**src/rtl/pattern_writer.sv**
```systemverilog
// Wishbone master that paints a test pattern into the SDRAM frame buffer in raster
// order, releasing the bus every BURST acknowledged writes so the display reader can be granted.
module pattern_writer #(
    parameter int          HDISP     = 800,
    parameter int          VDISP     = 480,
    parameter logic [31:0] BASE      = 32'h0000_0000,
    parameter int          BURST     = 64,
    parameter int          PAUSE_CYC = 2
) (
    input  logic        sys_clk,
    input  logic        sys_rst_n,
    input  logic        enable,
    input  logic        mode,
    output logic        wb_cyc,
    output logic        wb_stb,
    output logic        wb_we,
    output logic [31:0] wb_adr,
    output logic [31:0] wb_dat_ms,
    output logic [3:0]  wb_sel,
    input  logic        wb_ack,
    input  logic        wb_err,
    input  logic        wb_rty,
    output logic        busy,
    output logic        frame_done
);
    localparam int XW = (HDISP > 1) ? $clog2(HDISP) : 1;
    localparam int YW = (VDISP > 1) ? $clog2(VDISP) : 1;
    localparam int BW = $clog2(BURST + 1);
    localparam int PW = $clog2(PAUSE_CYC + 1);

    typedef enum logic [1:0] {IDLE, WRITE, PAUSE} state_t;

    state_t          state, state_nxt;
    logic [XW-1:0]   x;
    logic [YW-1:0]   y;
    logic [BW-1:0]   bcnt;
    logic [PW-1:0]   pcnt;
    logic            mode_q;
    logic [31:0]     adr_q;
    logic            frame_done_q;
    logic            retry;
    logic            advance;
    logic            last_px;
    logic            burst_end;
    logic            pause_end;

    function automatic logic [31:0] pixel(input logic m, input logic [7:0] px, input logic [7:0] py);
        if (m) return {8'h00, px, py, px ^ py};
        return (px[3:0] == 4'd0 || py[3:0] == 4'd0) ? 32'h00FF_FFFF : 32'h0000_0000;
    endfunction

    // ack wins over err/rty; a bare err or rty leaves the same word on the bus
    assign retry     = (wb_err | wb_rty) & ~wb_ack;
    assign advance   = (state == WRITE) & wb_ack & ~retry;
    assign last_px   = (x == XW'(HDISP - 1)) && (y == YW'(VDISP - 1));
    assign burst_end = (bcnt == BW'(BURST - 1));
    assign pause_end = (pcnt == PW'(PAUSE_CYC - 1));

    always_ff @(posedge sys_clk or negedge sys_rst_n) begin
        if (!sys_rst_n) state <= IDLE;
        else            state <= state_nxt;
    end

    always_comb begin
        state_nxt = state;
        case (state)
            IDLE:  if (enable) state_nxt = WRITE;
            WRITE: begin
                if (advance) begin
                    if (last_px)        state_nxt = IDLE;
                    else if (burst_end) state_nxt = PAUSE;
                end
            end
            PAUSE: if (pause_end) state_nxt = enable ? WRITE : IDLE;
            default: state_nxt = IDLE;
        endcase
    end

    always_ff @(posedge sys_clk or negedge sys_rst_n) begin
        if (!sys_rst_n) begin
            x            <= '0;
            y            <= '0;
            bcnt         <= '0;
            pcnt         <= '0;
            mode_q       <= 1'b0;
            adr_q        <= BASE;
            frame_done_q <= 1'b0;
        end else begin
            frame_done_q <= advance && last_px;
            case (state)
                IDLE: begin
                    if (enable) begin
                        x      <= '0;
                        y      <= '0;
                        bcnt   <= '0;
                        mode_q <= mode;
                        adr_q  <= BASE;
                    end
                end
                WRITE: begin
                    pcnt <= '0;
                    if (advance) begin
                        adr_q <= adr_q + 32'd4;
                        if (x == XW'(HDISP - 1)) begin
                            x <= '0;
                            y <= y + 1'b1;
                        end else begin
                            x <= x + 1'b1;
                        end
                        bcnt <= burst_end ? '0 : bcnt + 1'b1;
                    end
                end
                PAUSE:   pcnt <= pcnt + 1'b1;
                default: pcnt <= '0;
            endcase
        end
    end

    assign wb_cyc     = (state == WRITE);
    assign wb_stb     = (state == WRITE);
    assign wb_we      = (state == WRITE);
    assign wb_sel     = 4'hF;
    assign wb_adr     = adr_q;
    assign wb_dat_ms  = (state == WRITE) ? pixel(mode_q, 8'(x), 8'(y)) : 32'h0000_0000;
    assign busy       = (state != IDLE);
    assign frame_done = frame_done_q;

endmodule

```
**config.mk**
```make
export PLATFORM = sky130hd
export DESIGN_NAME = pattern_writer
export DESIGN_NICKNAME = d
export VERILOG_FILES = /design/src/rtl/pattern_writer.sv
export SDC_FILE = /design/constraint.sdc
export NUM_CORES = 1
export LEC_CHECK = 0
export CAP_MARGIN = 25
export CELL_PAD_IN_SITES_DETAIL_PLACEMENT = 0
export CELL_PAD_IN_SITES_GLOBAL_PLACEMENT = 1
export CORE_MARGIN = 4
export CORE_UTILIZATION = 36
export DETAILED_ROUTE_END_ITERATION = 8
export GPL_TIMING_DRIVEN = 1
export PLACE_DENSITY = 0.85
export SETUP_SLACK_MARGIN = 0.5
export SYNTH_ARGS = -nofsm -noshare
export SYNTH_HDL_FRONTEND = slang
export SYNTH_SLANG_ARGS = --single-unit
```
**constraint.sdc**
```tcl
create_clock -name sys_clk -period 3.5 [get_ports sys_clk]
set_input_delay 0.875 -clock sys_clk [delete_from_list [all_inputs] [get_ports sys_clk]]
set_output_delay 0.875 -clock sys_clk [all_outputs]
set_load 0.01 [all_outputs]
```
# ---- After elaboration in Yosys (flattened, before gate mapping)
# Index checks and enable logic that the tools add are counted.
dict set report word_totals {
  regBits 64
  latch_bits 0
  ramBits 0
  rom_bits 0
  input_bits 7
  elab_cells 71
  memories 0
}
dict set report op_classes {
  n_addsub 5
  n_mul 0
  div 0
  n_lt_le_gt_ge 0
  eq_ne 11
  shifts 0
  muxes 28
  bitwise 7
  n_reduce_logical 12
}
# op n
set op_table {}
lappend op_table {{32-bit two-way mux} 5}
lappend op_table {{32-bit case mux with 2 select lines} 1}
lappend op_table {{32-bit by 3-bit adder with 32-bit output (second input constant)} 1}
lappend op_table {{10-bit two-way mux} 3}
lappend op_table {{9-bit two-way mux} 3}
lappend op_table {{24-bit two-way mux} 1}
lappend op_table {{7-bit two-way mux} 3}
lappend op_table {{10-bit case mux with 2 select lines} 1}
lappend op_table {{9-bit case mux with 2 select lines} 1}
lappend op_table {{7-bit case mux with 2 select lines} 1}
lappend op_table {{10-bit by 1-bit adder with 10-bit output (second input constant)} 1}
lappend op_table {{10-bit == test (second input constant)} 1}
lappend op_table {{2-bit two-way mux} 5}
lappend op_table {{9-bit by 1-bit adder with 9-bit output (second input constant)} 1}
lappend op_table {{9-bit == test (second input constant)} 1}
lappend op_table {{4-bit logical NOT} 2}
lappend op_table {{4-bit AND reduction} 2}
lappend op_table {{8-bit bitwise XOR} 1}
lappend op_table {{7-bit by 1-bit adder with 7-bit output (second input constant)} 1}
lappend op_table {{7-bit by 6-bit == test with 1-bit output (second input constant)} 1}
lappend op_table {{2-bit case mux with 3 select lines} 1}
lappend op_table {{2-bit by 1-bit == test with 1-bit output (second input constant)} 2}
lappend op_table {{2-bit by 1-bit != test with 1-bit output (second input constant)} 2}
lappend op_table {{2-bit != test (second input constant)} 2}
lappend op_table {{14 further kinds} 20}

# ---- Logic depth before layout (Yosys ltp)
# Gate-level depths: netlist of the first run.
dict set report depth {
  ltp_word 6
  mapped_depth 7
}

# ---- Worst setup path before layout of the first run
# OpenSTA, ideal clock, no wires.
dict set report synth_timing {
  kind {register -> output}
  start {register y[0]}
  end {output wb_dat_ms[10]}
  arrival_ps 1644
  required_time_ps 2625
  slack_ps 981
  path_stages_with_launch 8
  path_cell_list {dfrtp_1 > clkbuf_1 > inv_1 > ha_1 > a221o_1 > nand2_1 > clkbuf_1 > a21oi_1}
}
dict set report synth_between {
  elab_chain_len 5
}
# element line_no
set synth_lines {}
lappend synth_lines {{start: declaration} 35} ;# logic [YW-1:0] y;
lappend synth_lines {{start signal: assignment} 106} ;# y <= y + 1'b1;
lappend synth_lines {{4-bit logical NOT} 49} ;# return (px[3:0] == 4'd0 || py[3:0] == 4'd0) ? 32'h00FF_FFFF : 32'h0000_0000;
lappend synth_lines {{1-bit logical OR} 49}
lappend synth_lines {{24-bit two-way mux} 49}
lappend synth_lines {{32-bit two-way mux} 49}
lappend synth_lines {{32-bit two-way mux} 124} ;# assign wb_dat_ms = (state == WRITE) ? pixel(mode_q, 8'(x), 8'(y)) : 32'h0000_0000;
lappend synth_lines {{end: declaration} 18} ;# output logic [31:0] wb_dat_ms,
# Every way passes these cells.

# ---- Worst setup path after layout of the first run
dict set report layout_timing {
  start {register x[1]}
  end {output wb_dat_ms[11]}
}
dict set report layout_between {
  elab_chain_len 5
}
# element line_no
set layout_lines {}
lappend layout_lines {{start: declaration} 34} ;# logic [XW-1:0] x;
lappend layout_lines {{start signal: assignment} 108} ;# x <= x + 1'b1;
lappend layout_lines {{4-bit logical NOT} 49}
lappend layout_lines {{1-bit logical OR} 49}
lappend layout_lines {{24-bit two-way mux} 49}
lappend layout_lines {{32-bit two-way mux} 49}
lappend layout_lines {{32-bit two-way mux} 124}
# Every way passes these cells.

==> flow_summary_export.csv, run 1 <==
group,metric,value,unit
outcome,status,"finished clean",
route,vias_per_cell,5.54,
die,die_h,111,um
layout,nets,509,
route,vias,3517,
pwr,p_per_area,481,nW/um^2
synth,synth_area,3790,um^2
clock_network,cts_buffer_depth,2,
pwr,clock_power_share,0.280,
critical_path,crit_path_start,"x[1]",
clock_network,cts_made_buffers,9,
critical_path,slowest_delay,0.35,ns
pwr,seq_power_share,0.435,
global_route,antenna_found_initial,0,
clock_network,htreeDepth,3,
layout,fin_util,0.458,
sta,rsz0062_at_grt,"false",
sta,worstMarginPinSlew,0.795,ns
critical_path,cp_slowest_cell,"dfrtp_1",
die,core,10300,um^2
global_route,grt_max_degree,35,
synth,synthArstFlopShare,1.00,
sta,setup-tns-final,0,ns
synth,ys.flop_type,"dfrtp_1",
route,ant_nets,0,
critical_path,path_cells,"inv_1 -> ha_1 -> a221o_1 -> nand2_1 -> buf_12 -> a21oi_1 -> dlygate4sd2_1",
synth,synth_area_leaders,"dfrtp_1 (41%), a21oi_1 (7.0%), o31ai_1 (4.0%)",
global_route,track_usage,0.163,
clock_network,cts_tree,"done",
run,maxCapViolations,0,
clock_network,hold_buffers,0,
sta,relSlewSlack,0.470,
route,wirelength,10000,um
global_route,grt_pass1_wl,16500,um
pwr,switchingPower,0.000777,W
layout,drive_above_1_share,0.0842,
pwr,combPwrFrac,0.285,
min_path,hold_class,"flip-flop to flip-flop",
die,initial_core_util,0.369,
critical_path,r2r-start,"x[0]",
sta,finalCriticalPeriod,2.79,ns
die,die-width,111,um
clock_network,clock-sinks,62,
route,drc_errors,0,
sta,fin_crit_sh,0.797,
synth,ys_seq_area_frac,0.409,
global_route,grt_pass1_vias,3256,
route,drtIter0Drc,237,
critical_path,worstPathBufferInverterCount,3,
synth,synthTopCellsByCount,"dfrtp_1 (62), a21oi_1 (53), nand2_1 (35), nand3_1 (27), clkbuf_1 (23)",
die,design.die.area,12200,um^2
synth,synth-edff-count,0,
global_route,globalRouteOverflowTotal,0,
synth,ys_seq_elements,62,
layout,antenna_cells,0,
critical_path,path_class,"flip-flop to primary output",
route,routedWlPerCell,15.7,um
layout,area_growth,24.0,%
synth,ys_warn_count,0,
min_path,holdCritStartpoint,"bcnt[4]",
sta,clock_skew,0.0132,ns
layout,fill_cells,1012,
die,row_count,37,
placed_design,routabilityCongestion,0.820,
critical_path,crit_fanout,24,
placed_design,dp_hpwl,6950,um
sta,worst_hold_slack,0.490,ns
sta,maxSlewViolCount,0,
pwr,p_leak,1.89,nW
die,pin_count,80,
synth,post-synth-top-area-fraction,0.409,
critical_path,arrival,1.91,ns
critical_path,required,2.62,ns
critical_path,crit_family,"buffers and inverters",
sta,finalSetupViolCount,0,
sta,fmax,359,MHz
route,drt_pass1_iterations,5,
clock_network,clk_pin_slew,0.07,ns
synth,yosysMostFrequentCell,"dfrtp_1",
clock_network,clock_latency,0.35,ns
placed_design,numPortBuffers,63,
critical_path,endpoint_kind,"primary output",
clock_network,clockRootBuffer,"clkbuf_8",
synth,synth_largest_area_cell,"dfrtp_1",
pwr,switching_share,0.343,
critical_path,start_kind,"flip-flop",
synth,synthCells,441,
synth,synth_area_per_cell,8.61,um^2
sta,hold_viol,0,
pwr,max-vdd-ir-drop,0.180,mV
pwr,p_int,0.00149,W
synth,synthDistinctLibCells,50,
==> through the flow <==
stage               cell area, um^2  instances  worst slack (ns)  power, W
floorplan                      3840        453             0.981   0.00133
global placement               4460        616             0.526   0.00165
detailed placement             4460        616             0.487   0.00167
CTS                            4670        635             0.500   0.00228
global route                   4700        635             0.608   0.00240
finish                         4700        635             0.711   0.00226
==> cell families (layout without fill, tap and decap cells) <==
| group | after synthesis | count (layout) | synth area share |
|---|---|---|---|
| DFF | 62 | 62 | 0.409 |
| other | 2 | 14 | 0.00198 |
| xor gates and xnor gates | 16 | 16 | 0.0369 |
| and+or+nand+nor | 168 | 168 | 0.247 |
| AOI/OAI and AO/OA | 111 | 111 | 0.174 |
| adders and majority gates | 7 | 7 | 0.0231 |
| buffers and inverters | 67 | 113 | 0.0854 |
| muxes | 8 | 8 | 0.0224 |
==> routing by layer <==
layer | vias to the layer above | track usage | share of wire | wire length, um
li1 | 1696 | - | - | -
met1 | 1719 | 0.217 | 0.45 | 4540
met2 | 91 | 0.265 | 0.49 | 4870
met3 | 11 | 0.0289 | 0.044 | 439
met4 | 0 | 0.0657 | 0.015 | 146
met5 | - | 0 | 0 | 0
==> cell type report <==
class / count / area (um^2) / share of cell area
inverter: 22 / 82.6 / 0.0176
multi-input combinational: 324 / 1970 / 0.418
clock inverter: 4 / 47.5 / 0.0101
tap: 136 / 170 / 0.0362
sequential: 62 / 1560 / 0.332
timing repair buffer: 76 / 732 / 0.156
clock buffer: 11 / 141 / 0.0301
==> sequential cells by signal, indices dropped and copies added (netlist names) <==
signal	count
state	2
pcnt	2
frame_done	1
x	10
y	9
mode_q	1
wb_adr	30
bcnt	7
==> power groups by stage <==
stage	Sequential, W	Clock [W]	Combinational (W)
floorplan	0.000941	0	0.000387
global placement	0.000994	0	0.000660
detailed placement	0.000999	0	0.000673
CTS	0.000977	0.000644	0.000661
global route	0.00100	0.000670	0.000723
finish	0.000985	0.000634	0.000647
==> placed cells by master, fill, tap and decap left out, types with 6 or more instances in the layout <==
cell type	count
dfrtp_1	54
mux2i_1	6
a21oi_1	53
ha_1	7
dlygate4sd2_1	17
dfrtp_2	7
or4_1	20
clkbuf_8	10
nand2b_1	8
dlymetal6s2s_1	7
nor4_1	10
nand3_1	27
conb_1	14
clkdlybuf4s50_1	38
and2_1	7
inv_1	21
nand4_1	13
nor2_1	17
buf_4	12
xnor2_1	14
nand2_1	35
o21ai_0	20
and3_1	7
o31ai_1	20
==> timing repair <==
| item | CTS | global route |
|---|---|---|
| setup buffers | 4 | 0 |
| resized for setup | 24 | 13 |
| endpoints found under the setup margin | 24 | 7 |
| cloned | 0 | 0 |
==> worst paths after layout <==
kind | endpoint | slack, ns | cells past startpoint
max in group asynchronous | wb_adr[8] | 2.16 | 2
min in group asynchronous | y[5] | 0.62 | 1
max reg2reg | y[6] | 1.05 | 6
min | bcnt[4] | 0.49 | 1
max | wb_dat_ms[11] | 0.71 | 7
min reg2reg | bcnt[4] | 0.49 | 1
(Power assumes the default switching activity.)
==> run 2: changes to the inputs <==
Settings changed: CORE_UTILIZATION 36 to 35, PLACE_DENSITY 0.85 to 0.86.
Clock period 3.5 ns to 2.25 ns, I/O delays scaled along.
==> run 2 against run 1 <==
Utilization increased by 17 points. Power increased by 91%. Cell area increased by 39%. Register-to-register slack got worse by 0.94 ns. The flow now finishes with violations (setup timing). Clock skew decreased by 0.0019 ns. Largest power group is now combinational logic.
==> flow_summary_export.csv, run 2 (synthesis results as in run 1) <==
group,metric,value,unit
global_route,grt_pass1_wl,20600,um
critical_path,arrival,1.85,ns
route,wirelength,14300,um
global_route,grt_max_degree,35,
critical_path,r2r_cells,7,
outcome,status,"finished with violations",
clock_network,cts_made_buffers,9,
critical_path,path_class,"flip-flop to primary output",
sta,hold_viol,0,
global_route,globalRouteOverflowTotal,0,
pwr,p_per_area,661,nW/um^2
placed_design,dp_hpwl,7740,um
die,row_count,37,
die,core,10500,um^2
route,vias_per_cell,5.79,
placed_design,numPortBuffers,63,
critical_path,r2r-start,"state[0]",
sta,relSlewSlack,0.588,
clock_network,clk_pin_slew,0.08,ns
pwr,p_leak,2.82,nW
clock_network,hold_buffers,0,
die,initial_core_util,0.363,
critical_path,r2r_slack,0.11,ns
layout,layout.area.seq,1560,um^2
route,drtIter0Drc,315,
min_path,hold_class,"input port to async pin",
sta,setup_slack,-0.164,ns
critical_path,endpoint_kind,"primary output",
run,maxCapViolations,0,
route,drt_pass1_iterations,5,
sta,finalCriticalPeriod,2.41,ns
die,die-width,112,um
sta,finalSetupViolCount,24,
global_route,grt_pass1_vias,4064,
clock_network,clock_latency,0.35,ns
layout,multi_input_area,2760,um^2
sta,clock_skew,0.0114,ns
clock_network,htreeDepth,3,
layout,mostFrequentLayoutCell,"buf_4",
clock_network,clock-sinks,62,
sta,worstMarginPinSlew,0.618,ns
route,routedWlPerCell,19.2,um
layout,fin_area,6530,um^2
critical_path,reg2reg_to,"wb_adr[27]",
die,pin_count,80,
sta,maxSlewViolCount,0,
placed_design,placed_area,4910,um^2
critical_path,start_kind,"flip-flop",
layout,fill_cells,769,
sta,rsz0062_at_grt,"true",
layout,fin_cells,741,
critical_path,crit_fanout,6,
route,drc_errors,0,
die,design.die.area,12600,um^2
route,ant_nets,0,
layout,mostFrequentLayoutCells,"buf_4 (68), dfrtp_1 (56), buf_6 (36)",
layout,area_growth,72.0,%
global_route,antenna_found_initial,1,
sta,worst_hold_slack,0.224,ns
layout,nets,614,
sta,fmax,414,MHz
layout,antenna_cells,0,
placed_design,dpl.cell_count,652,
outcome,violations,"setup timing",
layout,drive_above_1_share,0.498,
die,die_h,112,um
pwr,max-vdd-ir-drop,0.346,mV
clock_network,cts_buffer_depth,2,
route,vias,4290,
placed_design,routabilityCongestion,0.861,
layout,largest_register_ffs,30,
clock_network,cts_tree,"done",
sta,fin_crit_sh,1.07,
critical_path,required,1.69,ns
global_route,track_usage,0.199,
clock_network,clockRootBuffer,"clkbuf_8",
run 2: cell count changes in the layout (fill, tap and decap cells not counted), moves of 9 or more:
| cell | change |
|---|---|
| clkdlybuf4s50_1 | -37 |
| a21oi_2 | +27 |
| or4_4 | +17 |
| buf_4 | +56 |
| o21ai_0 | -16 |
| nor4_4 | +10 |
| or4_1 | -17 |
| buf_6 | +36 |
| o21ai_1 | +9 |
| nor4_1 | -10 |
| dlygate4sd2_1 | +15 |
| buf_2 | +22 |
| nand2_1 | -10 |
| a21oi_1 | -29 |
run 2: area by class of cell:
class	count	share of cell area
multi-input cells	325	0.422
repair buffers	180	0.261
flip-flops and latches	62	0.239
well taps	136	0.0261
clock buffers	10	0.0211
clock inverters	6	0.0167
inverters	22	0.0140
run 2: layer usage:
| metal | GRT usage | up-vias | routed length [um] |
|---|---|---|---|
| met1 | 0.251 | 2180 | 5750 |
| met5 | 0 | - | 13 |
| met3 | 0.0323 | 43 | 721 |
| li1 | - | 1916 | - |
| met4 | 0.0777 | 2 | 411 |
| met2 | 0.341 | 149 | 7350 |
run 2: worst max-delay path: stages, from the launching register on:
cell and delay [ns]:
dfrtp_1 0.39, inv_2 0.07, ha_4 0.16, a221o_1 0.35, nand2_4 0.11, buf_6 0.12, buf_16 0.12, a21oi_2 0.04
buf_2 0.15
run 2: metrics by stage:
| step | setup slack (ns) | total power [W] | util | TNS (ns) |
|---|---|---|---|---|
| 6_report | -0.164 | 0.00432 | 0.624 | -2.49 |
| 3_3_place_gp | -0.221 | 0.00272 | 0.470 | -4.53 |
| 4_1_cts | -0.142 | 0.00408 | 0.562 | -2.32 |
| 3_5_place_dp | -0.275 | 0.00274 | 0.470 | -5.59 |
| 5_1_grt | -0.189 | 0.00451 | 0.624 | -3.36 |
| 2_1_floorplan | 0.346 | 0.00212 | - | 0 |
run 2: how the worst max path moves through the flow:
stage,from,to,cells after the start
after floorplan,y[0],wb_dat_ms[10],7
after global placement,enable,wb_adr[12],6
after detailed placement,enable,wb_adr[28],6
after CTS,y[1],wb_dat_ms[10],8
after global routing,y[0],wb_dat_ms[22],8
final,y[0],wb_dat_ms[22],8
run 2: power breakdown:
part / internal (W) / total (W) / leakage, nW / switching, W
Clock: 0.000764 / 0.00124 / 0.126 / 0.000479
Sequential: 0.00128 / 0.00148 / 0.810 / 0.000204
Combinational: 0.000760 / 0.00159 / 1.88 / 0.000829
run 2: timing repair:
action / CTS / global route
setup endpoints to repair: 101 / 85
gates cloned: 4 / 1
pin swaps: 40 / 41
setup buffers: 49 / 19
resized for setup: 249 / 122
==> run 3: changes to the inputs <==
Settings changed: ABC_CLOCK_PERIOD_IN_PS set to 2250, CAP_MARGIN 25 to 30, CTS_CLUSTER_SIZE set to 40.
==> results of run 3 <==
The final DEF is identical to that of run 2; final timing and power are the same.
